## src/rtl/shift_pkg.sv

```systemverilog
// Shared definitions for the sequential shift unit.
//   mode_e  : shift mode encodings as presented on the mode port
//   FLAG_*  : bit positions inside the {negative, zero, carry} flag vector
//   state_e : control FSM states
package shift_pkg;

    typedef enum logic [1:0] {
        MODE_LSR = 2'b00,
        MODE_ASR = 2'b01,
        MODE_LSL = 2'b10,
        MODE_ROR = 2'b11
    } mode_e;

    localparam int FLAG_N = 2;
    localparam int FLAG_Z = 1;
    localparam int FLAG_C = 0;

    typedef enum logic [1:0] {
        ST_IDLE,
        ST_SHIFT,
        ST_DONE
    } state_e;

endpackage

```

## src/rtl/shift_step.sv

```systemverilog
// One-position shift step, purely combinational.
//   word_i : current working word
//   mode_i : LSR / ASR / LSL / ROR
//   fill_i : bit inserted by the logical shifts (ignored by ASR / ROR)
//   word_o : word after one step
//   bit_o  : bit that leaves the word in this step
module shift_step
    import shift_pkg::*;
#(
    parameter int ancho = 8
) (
    input  logic [ancho-1:0] word_i,
    input  mode_e            mode_i,
    input  logic             fill_i,
    output logic [ancho-1:0] word_o,
    output logic             bit_o
);

    always_comb begin
        word_o = word_i;
        bit_o  = 1'b0;
        unique case (mode_i)
            MODE_LSR: begin
                word_o = {fill_i, word_i[ancho-1:1]};
                bit_o  = word_i[0];
            end
            MODE_ASR: begin
                word_o = {word_i[ancho-1], word_i[ancho-1:1]};
                bit_o  = word_i[0];
            end
            MODE_LSL: begin
                word_o = {word_i[ancho-2:0], fill_i};
                bit_o  = word_i[ancho-1];
            end
            MODE_ROR: begin
                word_o = {word_i[0], word_i[ancho-1:1]};
                bit_o  = word_i[0];
            end
            default: begin
                word_o = word_i;
                bit_o  = 1'b0;
            end
        endcase
    end

endmodule

```

## src/rtl/seq_shifter.sv

```systemverilog
// Multi-cycle shift unit: one bit position per clock.
//   clk, rst             : clock, synchronous active-high reset
//   in_valid / in_ready  : request handshake (a, b, mode, aluflagin)
//   a                    : operand, b : unsigned shift amount
//   mode                 : 00 LSR, 01 ASR, 10 LSL, 11 ROR
//   aluflagin            : fill bit for LSR / LSL
//   out_valid / out_ready: result handshake
//   aluresult            : shifted result (registered)
//   aluflags             : {negative, zero, carry}
module seq_shifter
    import shift_pkg::*;
#(
    parameter int ancho = 8
) (
    input  logic             clk,
    input  logic             rst,
    input  logic             in_valid,
    output logic             in_ready,
    input  logic [ancho-1:0] a,
    input  logic [ancho-1:0] b,
    input  logic [1:0]       mode,
    input  logic             aluflagin,
    output logic             out_valid,
    input  logic             out_ready,
    output logic [ancho-1:0] aluresult,
    output logic [2:0]       aluflags
);

    localparam int CW = $clog2(ancho) + 1;
    localparam logic [ancho-1:0] ANCHO_B = ancho'(ancho);

    state_e           state_q, state_d;
    logic [ancho-1:0] work_q;
    logic [2:0]       flags_q;
    logic [CW-1:0]    cnt_q;
    mode_e            mode_q;
    logic             fill_q;

    logic [ancho-1:0] step_word;
    logic             step_bit;
    logic [CW-1:0]    cnt_init;

    shift_step #(
        .ancho(ancho)
    ) u_step (
        .word_i(work_q),
        .mode_i(mode_q),
        .fill_i(fill_q),
        .word_o(step_word),
        .bit_o (step_bit)
    );

    // Rotation wraps modulo the width; the other modes saturate at the width,
    // which already yields all-fill / all-sign with the correct last carry.
    always_comb begin
        cnt_init = '0;
        if (mode_e'(mode) == MODE_ROR) begin
            cnt_init = CW'(b % ANCHO_B);
        end else if (b >= ANCHO_B) begin
            cnt_init = CW'(ancho);
        end else begin
            cnt_init = CW'(b);
        end
    end

    // State register
    always_ff @(posedge clk) begin
        if (rst) begin
            state_q <= ST_IDLE;
        end else begin
            state_q <= state_d;
        end
    end

    // Next-state logic
    always_comb begin
        state_d = state_q;
        unique case (state_q)
            ST_IDLE:  if (in_valid)      state_d = ST_SHIFT;
            ST_SHIFT: if (cnt_q == '0)   state_d = ST_DONE;
            ST_DONE:  if (out_ready)     state_d = ST_IDLE;
            default:                     state_d = ST_IDLE;
        endcase
    end

    // Handshake outputs decoded from state only
    always_comb begin
        in_ready  = (state_q == ST_IDLE);
        out_valid = (state_q == ST_DONE);
    end

    // Datapath registers
    always_ff @(posedge clk) begin
        if (rst) begin
            work_q  <= '0;
            flags_q <= '0;
            cnt_q   <= '0;
            mode_q  <= MODE_LSR;
            fill_q  <= 1'b0;
        end else begin
            unique case (state_q)
                ST_IDLE: begin
                    if (in_valid) begin
                        work_q          <= a;
                        mode_q          <= mode_e'(mode);
                        fill_q          <= aluflagin;
                        cnt_q           <= cnt_init;
                        flags_q[FLAG_C] <= 1'b0;
                    end
                end
                ST_SHIFT: begin
                    if (cnt_q == '0) begin
                        flags_q[FLAG_N] <= work_q[ancho-1];
                        flags_q[FLAG_Z] <= (work_q == '0);
                    end else begin
                        work_q          <= step_word;
                        flags_q[FLAG_C] <= step_bit;
                        cnt_q           <= cnt_q - CW'(1);
                    end
                end
                default: begin
                end
            endcase
        end
    end

    assign aluresult = work_q;
    assign aluflags  = flags_q;

endmodule

```

## config.mk

```make
export PLATFORM = sky130hd
export DESIGN_NAME = seq_shifter
export DESIGN_NICKNAME = d
export VERILOG_FILES = /design/src/rtl/shift_pkg.sv /design/src/rtl/shift_step.sv /design/src/rtl/seq_shifter.sv
export SDC_FILE = /design/constraint.sdc
export NUM_CORES = 1
export LEC_CHECK = 0
export BUFFER_PORTS_ARGS = -buffer_cell sky130_fd_sc_hd__buf_2
export CORE_MARGIN = 1
export CORE_UTILIZATION = 42
export DETAILED_ROUTE_END_ITERATION = 8
export HOLD_SLACK_MARGIN = 0.15
export PLACE_DENSITY = 0.75
export REMOVE_ABC_BUFFERS = 1
export SLEW_MARGIN = 0
export SYNTH_ARGS = -nofsm -noshare
export SYNTH_HDL_FRONTEND = slang
export SYNTH_HIERARCHICAL = 1
export SYNTH_SLANG_ARGS = --single-unit
```

## constraint.sdc

```tcl
create_clock -name clk -period 2.3 [get_ports clk]
set_input_delay 0.115 -clock clk [delete_from_list [all_inputs] [get_ports clk]]
set_output_delay 0.115 -clock clk [all_outputs]
set_load 0.01 [all_outputs]
```

==> flow_summary.json <==
{
  "status": "finished clean",
  "hold_viol": 0,
  "grt_pass1_vias": 928,
  "start_util": 0.441,
  "track_usage": 0.201,
  "reg2reg_slack_ps": 610,
  "final.setup_skew_ps": 4.91,
  "hold_class": "in -> reg",
  "worst-r2r-cell-count": 6,
  "globalplace.congestion": 0.807,
  "power_density_nw_per_um2": 813,
  "synthCells": 126,
  "syn2layout_area_growth_pct": 33.8,
  "ir_worst_vdd_uv": 465,
  "rsz0062_at_grt": "false",
  "antenna_found_initial": 0,
  "nFillCells": 212,
  "ys.flop_type": "dfxtp_1",
  "total_power_mw": 1.18,
  "drt_wl_total_mm": 2.50,
  "clock-root-buffer": "clkbuf_4",
  "grt_pass1_wl_mm": 4.12,
  "cts.htree.levels": 1,
  "grt_max_degree": 23,
  "yosysWarnings": 6,
  "synth_edf_count": 0,
  "clk_latency_ps": 300,
  "worstSetupStartpoint": "cnt_q[0]$_SDFFE_PP0P_",
  "drt_first_pass_iters": 4,
  "fmax_mhz": 592,
  "cts-buffers-inserted": 3,
  "tritoncts": "done",
  "holdPathStages": 3,
  "relSlewSlack": 0.615,
  "r2r-end": "cnt_q[2]$_SDFFE_PP0P_",
  "die_area_um2": 2790,
  "placed_area_um2": 1270,
  "nNetsFinal": 197,
  "drt_iter0_drc": 34,
  "end_kind": "flip-flop",
  "leakage_nw": 0.656,
  "core-area_um2": 2450,
  "avgSynthCellArea_um2": 8.60,
  "num_rows": 18,
  "setup_slack_ps": 610,
  "slowest_stage": "or3_1",
  "tightest_slew_ps": 575,
  "cts.path.max_buffers": 2,
  "cts.sinks": 20,
  "syn-cell-area_um2": 1080,
  "finalSetupViolations": 0,
  "clk_pin_slew_ps": 110,
  "endpoint": "cnt_q[2]$_SDFFE_PP0P_",
  "max_stage_delay_ps": 430,
  "crit_chain": "inv_1 > ha_1 > nor4bb_1 > or3_1 > a311oi_1 > nor3_1",
  "synthArstFlopShare": 0,
  "vias_per_cell": 5.41,
  "cts_resized": 0,
  "hpwl_mm": 1.75,
  "cp_max_fo": 5,
  "path_class": "reg -> reg",
  "num_vias": 1093,
  "ant_nets": 0,
  "final-max-slew-violation-count": 0,
  "die_y_um": 52.8,
  "synth-seq-cells": 20,
  "dp_slack_ps": 652,
  "finalInstanceArea_um2": 1450,
  "max-cap-violations": 0,
  "cp_data_required_time_ps": 2490,
  "period_share": 0.735,
  "grt_overflow": 0,
  "seq_area_frac_synth": 0.370,
  "drive_gt1_frac": 0.308,
  "io_pins": 36,
  "chipWidth_um": 52.8,
  "wl_per_cell_um": 12.4,
  "r2r_start": "cnt_q[0]$_SDFFE_PP0P_",
  "drcViolationCount": 0,
  "ys_types": 31,
  "setup_tns_ps": 0,
  "final.min_clock_period_ps": 1690,
  "diodes": 0,
  "portBuffers": 35,
  "start_kind": "flip-flop",
  "cp.arrival_ps": 1880
}
## layer usage
metal,share of wire,track usage,vias up
li1,-,-,538
met3,0.053,0.0261,2
met1,0.45,0.285,518
met4,0.0068,0.0526,0
met5,0,0,-
met2,0.49,0.316,35
## worst min-delay path by stage
stage | start | to | slack (ps)
3_3_place_gp | aluflagin | fill_q$_SDFFE_PP0P_ | 360
6_report | b[2] | cnt_q[2]$_SDFFE_PP0P_ | 170
2_1_floorplan | rst | aluflags[0]$_SDFFE_PP0P_ | 180
3_5_place_dp | mode[1] | mode_q[1]$_SDFFE_PP0P_ | 380
5_1_grt | b[2] | cnt_q[2]$_SDFFE_PP0P_ | 190
4_1_cts | b[2] | cnt_q[2]$_SDFFE_PP0P_ | 170
## layout make-up
cell class              count  area, um^2  share of cell area
flip-flops and latches     20         400               0.276
clock buffers               4        36.3              0.0250
repair buffers             51         330               0.228
well taps                  30        37.5              0.0259
inverters                   3        11.3             0.00777
multi-input cells          94         634               0.437
## cell usage after synthesis (2+ instances only)
master	instances	area share
nor2_1	21	0.073
dfxtp_1	20	0.37
nand2_1	19	0.066
a311oi_1	9	0.073
mux2_4	8	0.11
a21oi_1	5	0.023
clkbuf_1	5	0.017
mux2i_1	4	0.037
inv_1	3	0.010
nor3_1	3	0.014
o21ai_0	3	0.014
or4_1	3	0.021
a31oi_1	2	0.012
buf_1	2	0.0069
nand2b_1	2	0.012
or3_1	2	0.012
## flip-flops by register name, indices dropped and copies added (netlist names)
name and cells:
aluflags 3, aluresult 8, cnt_q 4, fill_q 1, mode_q 2, state_q 2
## power breakdown
group / leakage, nW / internal (mW) / switching (mW)
Sequential: 0.165 / 0.415 / 0.0809
Combinational: 0.470 / 0.245 / 0.230
Clock: 0.0210 / 0.0966 / 0.112
## logic make-up (layout without fill, tap and decap cells)
kind of cell / after synthesis / after routing / synth area share
XOR/XNOR: 1 / 1 / 0.00808
AND/OR/NAND/NOR: 57 / 57 / 0.249
adder cells (fa/ha/maj): 1 / 1 / 0.0115
buffers and inverters: 12 / 58 / 0.0497
flip-flops: 20 / 20 / 0.370
multiplexers: 13 / 13 / 0.169
AO/OA/AOI/OAI: 22 / 22 / 0.143
## repair_timing
item | 4_1_cts | 5_1_grt
hold buffers | 14 | 0
endpoints found under the setup margin | 0 | 0
setup buffers | 0 | 0
endpoints found under the hold margin | 14 | 0
## cell usage in the layout (no fill, tap or decap), types with 3 or more instances in the layout
cell type      instances
a21oi_1                5
a311oi_1               9
buf_2                 35
clkbuf_4               3
dfxtp_1               20
dlygate4sd3_1         14
inv_1                  3
mux2_4                 8
mux2i_1                4
nand2_1               19
nor2_1                21
o21ai_0                3
or4_1                  3
## per-stage QoR
step / instances / utilization / hold slack [ps]
floorplan: 117 / - / 184
global placement: 184 / 0.519 / 358
detailed placement: 184 / 0.519 / 379
CTS: 202 / 0.591 / 172
global route: 202 / 0.591 / 187
finish: 202 / 0.591 / 171
## critical path: cells and delay by family (launching register included)
family	cells	cell delay (ps)
compound gates	1	240
fa+ha+maj	1	220
buf+inv	1	60
flops	1	390
simple gates	3	670
(Power assumes the default switching activity.)
